<file path="src/rtl/imem_boot_loader_pkg.sv">
// Shared types and constants for the instruction-memory boot loader.
package boot_pkg;

  typedef enum logic [2:0] {
    S_LEN_LO,
    S_LEN_HI,
    S_DATA,
    S_CHECK,
    S_RUN,
    S_ERROR
  } boot_state_t;

  localparam int unsigned LEN_BYTES  = 2;
  localparam int unsigned WORD_BYTES = 4;
  localparam logic [7:0]  CHK_INIT   = 8'h00;

  // States in which the loader accepts stream bytes.
  function automatic logic is_loading(boot_state_t s);
    return (s != S_RUN) && (s != S_ERROR);
  endfunction

endpackage

</file>
<file path="src/rtl/imem_boot_loader_if.sv">
// Byte-stream input and instruction-memory write port of the boot loader.
interface imem_boot_loader_if;
  logic        rx_valid;
  logic [7:0]  rx_data;
  logic        rx_ready;
  logic        imem_we;
  logic [31:0] imem_addr;
  logic [31:0] imem_wdata;

  modport master (
    output rx_valid, rx_data,
    input  rx_ready, imem_we, imem_addr, imem_wdata
  );

  modport slave (
    input  rx_valid, rx_data,
    output rx_ready, imem_we, imem_addr, imem_wdata
  );
endinterface

</file>
<file path="src/rtl/imem_boot_loader_word_packer.sv">
// Assembles little-endian bytes into 32-bit words and pulses word_ready_o once per word.
module word_packer
  import boot_pkg::*;
(
  input  logic        clk,
  input  logic        rst,
  input  logic        clear,
  input  logic        byte_valid_i,
  input  logic [7:0]  byte_i,
  output logic        last_byte_o,
  output logic [31:0] word_o,
  output logic        word_ready_o
);

  localparam int unsigned CW = $clog2(WORD_BYTES);

  logic [CW-1:0]             cnt_q;
  logic [8*WORD_BYTES-1:0]   word_q;
  logic                      ready_q;

  assign last_byte_o  = (cnt_q == CW'(WORD_BYTES - 1));
  assign word_o       = word_q;
  assign word_ready_o = ready_q;

  always_ff @(posedge clk) begin
    if (rst || clear) begin
      cnt_q   <= '0;
      word_q  <= '0;
      ready_q <= 1'b0;
    end else begin
      ready_q <= byte_valid_i && last_byte_o;
      if (byte_valid_i) begin
        word_q[8*cnt_q +: 8] <= byte_i;
        cnt_q                <= cnt_q + 1'b1;
      end
    end
  end

endmodule

</file>
<file path="src/rtl/imem_boot_loader.sv">
// Boot sequencer: holds the core in reset, loads a length-prefixed, XOR-checked image into IMEM.
module imem_boot_loader
  import boot_pkg::*;
#(
  parameter logic [31:0] BASE_ADDR = 32'h0000_0000,
  parameter int unsigned MAX_WORDS = 256
) (
  input  logic               clk,
  input  logic               PCreset,
  imem_boot_loader_if.slave  bus,
  input  logic               reload,
  output logic               core_reset,
  output logic               done,
  output logic               err,
  output logic [15:0]        words_loaded
);

  boot_state_t               state_q, state_d;
  logic [8*LEN_BYTES-1:0]    len_q;
  logic [7:0]                chk_q;
  logic [15:0]               wl_q;
  logic [31:0]               addr_q;
  logic                      rx_ready_q, core_reset_q, done_q, err_q;

  logic                      xfer, data_byte, restart, last_word;
  logic [15:0]               n_in;
  logic                      pk_last, pk_ready;
  logic [31:0]               pk_word;

  assign xfer      = bus.rx_valid && rx_ready_q;
  assign data_byte = xfer && (state_q == S_DATA);
  assign restart   = reload && ((state_q == S_RUN) || (state_q == S_ERROR));
  assign n_in      = {bus.rx_data, len_q[7:0]};
  assign last_word = (wl_q == len_q - 16'd1);

  word_packer u_packer (
    .clk          (clk),
    .rst          (PCreset),
    .clear        (restart),
    .byte_valid_i (data_byte),
    .byte_i       (bus.rx_data),
    .last_byte_o  (pk_last),
    .word_o       (pk_word),
    .word_ready_o (pk_ready)
  );

  always_comb begin
    state_d = state_q;
    case (state_q)
      S_LEN_LO: if (xfer) state_d = S_LEN_HI;
      S_LEN_HI: if (xfer) begin
        if (32'(n_in) > MAX_WORDS) state_d = S_ERROR;
        else if (n_in == 16'd0)    state_d = S_CHECK;
        else                       state_d = S_DATA;
      end
      S_DATA:   if (data_byte && pk_last && last_word) state_d = S_CHECK;
      S_CHECK:  if (xfer) state_d = (bus.rx_data == chk_q) ? S_RUN : S_ERROR;
      S_RUN,
      S_ERROR:  if (reload) state_d = S_LEN_LO;
      default:  state_d = S_LEN_LO;
    endcase
  end

  // Status outputs are registered from the next state so they move together with it.
  always_ff @(posedge clk) begin
    if (PCreset) begin
      state_q      <= S_LEN_LO;
      len_q        <= '0;
      chk_q        <= CHK_INIT;
      wl_q         <= '0;
      addr_q       <= BASE_ADDR;
      rx_ready_q   <= 1'b0;
      core_reset_q <= 1'b1;
      done_q       <= 1'b0;
      err_q        <= 1'b0;
    end else begin
      state_q      <= state_d;
      rx_ready_q   <= is_loading(state_d);
      core_reset_q <= (state_d != S_RUN);
      done_q       <= (state_d == S_RUN);
      err_q        <= (state_d == S_ERROR);
      if (xfer && (state_q == S_LEN_LO)) len_q[7:0]  <= bus.rx_data;
      if (xfer && (state_q == S_LEN_HI)) len_q[15:8] <= bus.rx_data;
      if (data_byte) begin
        chk_q <= chk_q ^ bus.rx_data;
        if (pk_last) begin
          wl_q   <= wl_q + 16'd1;
          addr_q <= BASE_ADDR + (32'(wl_q) << 2);
        end
      end
      if (restart) begin
        len_q  <= '0;
        chk_q  <= CHK_INIT;
        wl_q   <= '0;
        addr_q <= BASE_ADDR;
      end
    end
  end

  assign bus.rx_ready   = rx_ready_q;
  assign bus.imem_we    = pk_ready;
  assign bus.imem_addr  = addr_q;
  assign bus.imem_wdata = pk_word;
  assign core_reset     = core_reset_q;
  assign done           = done_q;
  assign err            = err_q;
  assign words_loaded   = wl_q;

endmodule

</file>
<file path="src/flat_wrapper.sv">
// flat-port wrapper written by rule: the top's interface ports become plain ports
module imem_boot_loader_flat import boot_pkg::*;
#(
  parameter logic [31:0] BASE_ADDR = 32'h0000_0000,
  parameter int unsigned MAX_WORDS = 256
)
  (clk, PCreset, reload, core_reset, done, err, words_loaded, bus_rx_valid, bus_rx_data, bus_rx_ready, bus_imem_we, bus_imem_addr, bus_imem_wdata);
  imem_boot_loader_if bus_i ();
  input  logic clk;
  input  logic PCreset;
  input  logic reload;
  output logic core_reset;
  output logic done;
  output logic err;
  output logic [15:0] words_loaded;
  input wire logic [$bits(bus_i.rx_valid)-1:0] bus_rx_valid;
  input wire logic [$bits(bus_i.rx_data)-1:0] bus_rx_data;
  output wire logic [$bits(bus_i.rx_ready)-1:0] bus_rx_ready;
  output wire logic [$bits(bus_i.imem_we)-1:0] bus_imem_we;
  output wire logic [$bits(bus_i.imem_addr)-1:0] bus_imem_addr;
  output wire logic [$bits(bus_i.imem_wdata)-1:0] bus_imem_wdata;
  assign bus_i.rx_valid = bus_rx_valid;
  assign bus_i.rx_data = bus_rx_data;
  assign bus_rx_ready = bus_i.rx_ready;
  assign bus_imem_we = bus_i.imem_we;
  assign bus_imem_addr = bus_i.imem_addr;
  assign bus_imem_wdata = bus_i.imem_wdata;
  imem_boot_loader #(.BASE_ADDR(BASE_ADDR), .MAX_WORDS(MAX_WORDS)) u_core (.clk(clk), .PCreset(PCreset), .bus(bus_i), .reload(reload), .core_reset(core_reset), .done(done), .err(err), .words_loaded(words_loaded));
endmodule
</file>
<file path="config.mk">
export PLATFORM = sky130hd
export DESIGN_NAME = imem_boot_loader_flat
export DESIGN_NICKNAME = d
export VERILOG_FILES = /design/src/rtl/imem_boot_loader_pkg.sv /design/src/rtl/imem_boot_loader_if.sv /design/src/rtl/imem_boot_loader_word_packer.sv /design/src/rtl/imem_boot_loader.sv /design/src/flat_wrapper.sv
export SDC_FILE = /design/constraint.sdc
export NUM_CORES = 1
export LEC_CHECK = 0
export CORE_UTILIZATION = 55
export CTS_CLUSTER_SIZE = 28
export DETAILED_ROUTE_END_ITERATION = 10
export PLACE_DENSITY = 0.9
export SYNTH_ARGS = -nofsm -noshare
export SYNTH_HDL_FRONTEND = slang
export SYNTH_SLANG_ARGS = --single-unit
</file>
<file path="constraint.sdc">
create_clock -name clk -period 3 [get_ports clk]
set_clock_uncertainty 0.1 [all_clocks]
set_input_delay 0.3 -clock clk [delete_from_list [all_inputs] [get_ports clk]]
set_output_delay 0.3 -clock clk [all_outputs]
set_load 0.02 [all_outputs]
</file>
Yosys cells after proc, flatten, opt, wreduce, memory -nomap -nowiden
Index checks and enable logic that the tools add are counted.

Bits of input ports: 12. Register bits after elaboration: 98.

Multiplexer cells: 10. Bitwise gates (word level): 1. Reductions and logical operators: 15. Add/subtract/negate cells: 4. Shift-type cells: 2. $lt $le $gt $ge: 1. Eq/ne operators: 12.

Operators with widths (count): 5-bit negator with 34-bit output (1); 8-bit by 34-bit variable shift with 32-bit output, first input constant (1); 8-bit by 34-bit indexed part select with 32-bit output (1); 32-bit bitwise mux (1); 3-bit 2-to-1 mux (6); 16-bit by 1-bit adder with 16-bit output, second input constant (1); 16-bit == test (1); 16-bit by 9-bit > comparator with 1-bit output, second input constant (1); 16-bit logical NOT (1); 16-bit by 1-bit subtractor with 16-bit output, second input constant (1); 3-bit one-hot mux with 5 select lines (1); 3-bit == test, second input constant (4); 8-bit == test (1); 1-bit logical AND (8); 8-bit bitwise XOR (1); 3-bit by 2-bit == test with 1-bit output, second input constant (2); 3-bit inequality test, second input constant (2); 2-bit OR reduction (2); 3-bit by 1-bit == test with 1-bit output, second input constant (1); 3-bit logical NOT (1); 2-bit by 1-bit adder with 2-bit output, second input constant (1); 2-bit == test, second input constant (1); 1-bit logical OR (2); 1-bit 2-to-1 mux (2); 2-bit AND reduction (1).

Depth between registers and ports, before layout
Word-level depth: 8. Depth in mapped cells: 8.

Hierarchy
From an unflattened synthesis, not the netlist that was laid out.

Cell total of the unflattened synthesis: 529. Area total of the unflattened synthesis: 4644.5 um^2.

By module, submodules not included: imem_boot_loader (times used 1, area each 3210.6 um^2, cells each 376, seq. area each 1261.2 um^2); word_packer (times used 1, area each 1433.9 um^2, cells each 153, seq. area each 700.7 um^2).

Worst setup path before layout
OpenSTA, ideal clock, no wires.

Path type: reg-to-reg. Start: register u_core.len_q[0]. End: register u_core.state_q[0]. Cell stages (with the launch flop): 9. Data required time: 2.775 ns. Setup slack: 1.071 ns. Period minus slack after synthesis: 1.929 ns. Arrival: 1.704 ns. Cells stage by stage: dfxtp_1 > inv_1 > ha_1 > nor4b_4 > nand2_2 > xnor2_1 > o21a_1 > nor3_4 > o22ai_2.

Longest elaborated chain between the ends: 5.

Ends and longest elaborated chain: start: declaration (line imem_boot_loader.sv:19) `logic [8*LEN_BYTES-1:0] len_q;`; start signal: assignment (line imem_boot_loader.sv:82) `if (xfer && (state_q == S_LEN_LO)) len_q[7:0] <= bus.rx_data;`; 16-bit by 1-bit subtractor with 16-bit output or 16-bit logical NOT (tied branches) (line imem_boot_loader.sv:34, imem_boot_loader.sv:53); 16-bit == test or 1-bit 2-to-1 mux (tied branches) (line imem_boot_loader.sv:34, imem_boot_loader.sv:53); 1-bit logical AND or 3-bit 2-to-1 mux (tied branches) (line imem_boot_loader.sv:56, imem_boot_loader.sv:52); 3-bit 2-to-1 mux (on tied branches) (line imem_boot_loader.sv:56, imem_boot_loader.sv:51); 3-bit one-hot mux with 5 select lines (*) (line imem_boot_loader.sv:49) `case (state_q)`; end signal: assignment (line imem_boot_loader.sv:77) `state_q <= state_d;`; end: declaration (line imem_boot_loader.sv:18) `boot_state_t state_q, state_d;`.

Every way passes the cells marked *; elsewhere a longest branch is shown, timed or not. A chain may end at the register's enable or synchronous reset.

Worst setup path in the final report
Start: register u_core.u_packer.cnt_q[0]. End: register u_core.u_packer.word_q[15] (netlist: u_core.u_packer.word_o[15]).

Longest elaborated chain between the ends: 3.

Ends and longest elaborated chain: start: declaration (line imem_boot_loader_word_packer.sv:17) `logic [CW-1:0] cnt_q;`; start signal: assignment (line imem_boot_loader_word_packer.sv:34) `cnt_q <= cnt_q + 1'b1;`; 5-bit negator with 34-bit output (*) (line imem_boot_loader_word_packer.sv:33) `word_q[8*cnt_q +: 8] <= byte_i;`; 8-bit by 34-bit indexed part select with 32-bit output or 8-bit by 34-bit variable shift with 32-bit output (tied branches) (line imem_boot_loader_word_packer.sv:33); 32-bit bitwise mux (*) (line imem_boot_loader_word_packer.sv:33); end signal: indexed assignment (line imem_boot_loader_word_packer.sv:33); end: declaration (line imem_boot_loader_word_packer.sv:18) `logic [8*WORD_BYTES-1:0] word_q;`.

Marks and branches as above.

==> flow_summary.ini <==
[synth]
synth_edf_count = 0
yosysTopAreaCellShare_pct = 42.70
netlist_top_cells_area = dfxtp_1, xor2_1, nand2_1
synthesis.area_per_instance_um2 = 8.718
synth_top_cell_by_area = dfxtp_1
yosysMostFrequentCell = dfxtp_1
synth_cell_types = 53
dominantRegCellSynth = dfxtp_1
async_flop_share_pct = 0
ys_ff_latch = 98
ys_seq_area_share_pct = 42.70
synthCells = 527
netlist_area_um2 = 4594
yosys_warnings = 0
synth_common_cells = dfxtp_1, nand2_1, nor2_1

[place]
hpwl_mm = 8.038
preCtsSetupSlack_ps = 669.7
place.gp.congestion = 0.9434
io_buffers = 80
place_inst = 690

[job]
cap_violations = 0

[clock_network]
cts-root-buf = clkbuf_8
cts.sink_count = 98
cts.hold.buffers_added = 0
cts_tree = done
cts_setup_buffers = 0
cts_resized = 0
htreeDepth = 3
numCtsBuffers = 9
cts_buffer_depth = 2
path_clk_slew_ps = 100
clock_latency_ps = 370

[global_route]
grtUsageMet2_pct = 46.08
antenna_found_initial = 0
use_met1_pct = 34.10
met3_usage_pct = 4.472
grt.overflow.total = 0
grt_start_max_net_pins = 54
grt_pass1_wl_mm = 18.58
grt.busiest_layer = met2
track_usage_pct = 27.19
grt_pass1_vias = 3848

[sta]
final-hold-violation-count = 0
max_freq_ghz = 0.4302
post-route-min-period_ps = 2324
fin_ws_ps = 675.7
fin_tns_setup_ps = 0
setup_viol = 0
min_period_over_period_pct = 77.48
worstMarginPinSlew_ps = 800.8
relSlewSlack_pct = 46.50
rsz0062_at_grt = false
drv_slew = 0

[power_and_ir_drop]
power_density_nw_per_um2 = 427.2
p_leak_nw = 2.001
ir_drop_mv = 0.2983

[floorplan]
fp.dieW_um = 93.40
die_area_um2 = 8723
start_util_pct = 58.25
pin_count = 97
coreArea_um2 = 7888
fp.dieH_um = 93.40
core.rowCount = 32

[setup_path]
crit_slowest_cell = nor3b_1
crit_arrival_ps = 2520
path_buf_inv = 1
cp_data_required_time_ps = 3190
worstSetupPathType = flip-flop to flip-flop
path_cells = inv_1 -> ha_1 -> nor3b_1 -> nand4_1 -> a21oi_1
max_stage_delay_ps = 690
cp_max_fo = 8
cp-end-kind = flip-flop
start_kind = flip-flop
crit_family = simple AND/OR/NAND/NOR gates

[final_layout]
layout-drive-gt1-share_pct = 7.947
area_delta_synth_final_pct = 21.90
nets = 618
fillers = 606
finalNonFillerCells = 706
diodes = 0

[routing]
route.antenna.remaining_nets = 0
routed_via_density = 5.626
remaining_drc_errors = 0
wire_per_inst_um = 16.03
drt-total-wl_mm = 11.32
firstDrtPassIters = 4
vias = 3972
dr.first_iter.drc_count = 153

[status]
outcome = finished clean

[hold_path]
min_path_type = flip-flop to flip-flop
-- through the flow --
stage	cell area (um^2)	utilization [%]	power, W	hold WS [ps]
after floorplan	4651	-	0.001556	271.6
after global placement	5420	68.72	0.001604	343.3
after detailed placement	5420	68.72	0.001608	346.0
after CTS	5600	71.00	0.002404	363.8
after global routing	5600	71.00	0.002487	382.5
final	5600	71.00	0.002392	360.9
-- layer usage --
layer	routed length (um)	share of wire, %
met5	0	0
met3	589	5.2
met4	199	1.8
met2	5532	49
met1	4996	44
-- final cells by class --
| type | count | area (um^2) | share of cell area, % |
|---|---|---|---|
| Inverter | 6 | 22.52 | 0.4021 |
| Multi-Input combinational cell | 389 | 2395 | 42.76 |
| Sequential cell | 98 | 1962 | 35.03 |
| Tap cell | 102 | 127.6 | 2.279 |
| Timing Repair Buffer | 95 | 913.4 | 16.31 |
| Clock buffer | 9 | 123.9 | 2.212 |
| Clock inverter | 7 | 56.30 | 1.005 |
-- placed cells by master (no fill, tap or decap), types with 3 or more instances in the layout --
cell type	instances
a21oi_1	44
a22o_1	8
and2_1	4
and3_1	6
buf_4	15
clkbuf_8	9
clkdlybuf4s50_1	80
conb_1	16
dfxtp_1	98
ha_1	7
inv_1	6
inv_6	5
mux2i_1	19
nand2_1	81
nand3_1	6
nand4_1	32
nor2_1	52
nor3_1	9
nor3_2	4
nor3b_1	3
nor4_1	6
o21ai_0	3
xnor2_1	20
xor2_1	36
-- worst paths after layout --
kind	start	endpoint	slack, ps	cells after the start
worst max-delay path	u_core.u_packer.cnt_q[0]$_SDFFE_PP0P_	u_core.u_packer.word_o[15]$_SDFFE_PP0P_	680	5
worst min-delay path	u_core.bus.imem_addr[2]$_SDFFE_PP0P_	u_core.bus.imem_addr[2]$_SDFFE_PP0P_	360	2
worst max register to register	u_core.u_packer.cnt_q[0]$_SDFFE_PP0P_	u_core.u_packer.word_o[15]$_SDFFE_PP0P_	680	5
worst min register to register	u_core.bus.imem_addr[2]$_SDFFE_PP0P_	u_core.bus.imem_addr[2]$_SDFFE_PP0P_	360	2
-- state kept, by name (all words and copies together), names as in the netlist, 2 cells and up --
name / flops
u_core.u_packer.cnt_q: 2
u_core.bus.imem_addr: 16
u_core.state_q: 3
u_core.len_q: 16
u_core.chk_q: 8
u_core.u_packer.word_o: 32
u_core.words_loaded: 16
-- worst min-delay path: stages (launching register included) --
cell and delay (ps):
dfxtp_1 320, nand2_1 50, a21oi_1 50
-- where the power goes --
group | switching (W) | leakage, nW | total [W] | internal [W]
registers | 0.0000197 | 0.791 | 0.00133 | 0.00131
clock network | 0.000494 | 0.0914 | 0.000809 | 0.000315
logic | 0.000152 | 1.12 | 0.000252 | 0.000101
total | 0.000665 | 2.00 | 0.00239 | 0.00173
-- cell families after synthesis --
logic type | Yosys count | share of synthesized area, %
compound gates | 71 | 9.777
mux | 19 | 4.139
simple gates | 220 | 24.13
buf+inv | 55 | 6.590
other cells | 1 | 0.08162
xor+xnor | 56 | 10.68
flops | 98 | 42.70
fa+ha+maj | 7 | 1.906
(Power assumes the default switching activity.)
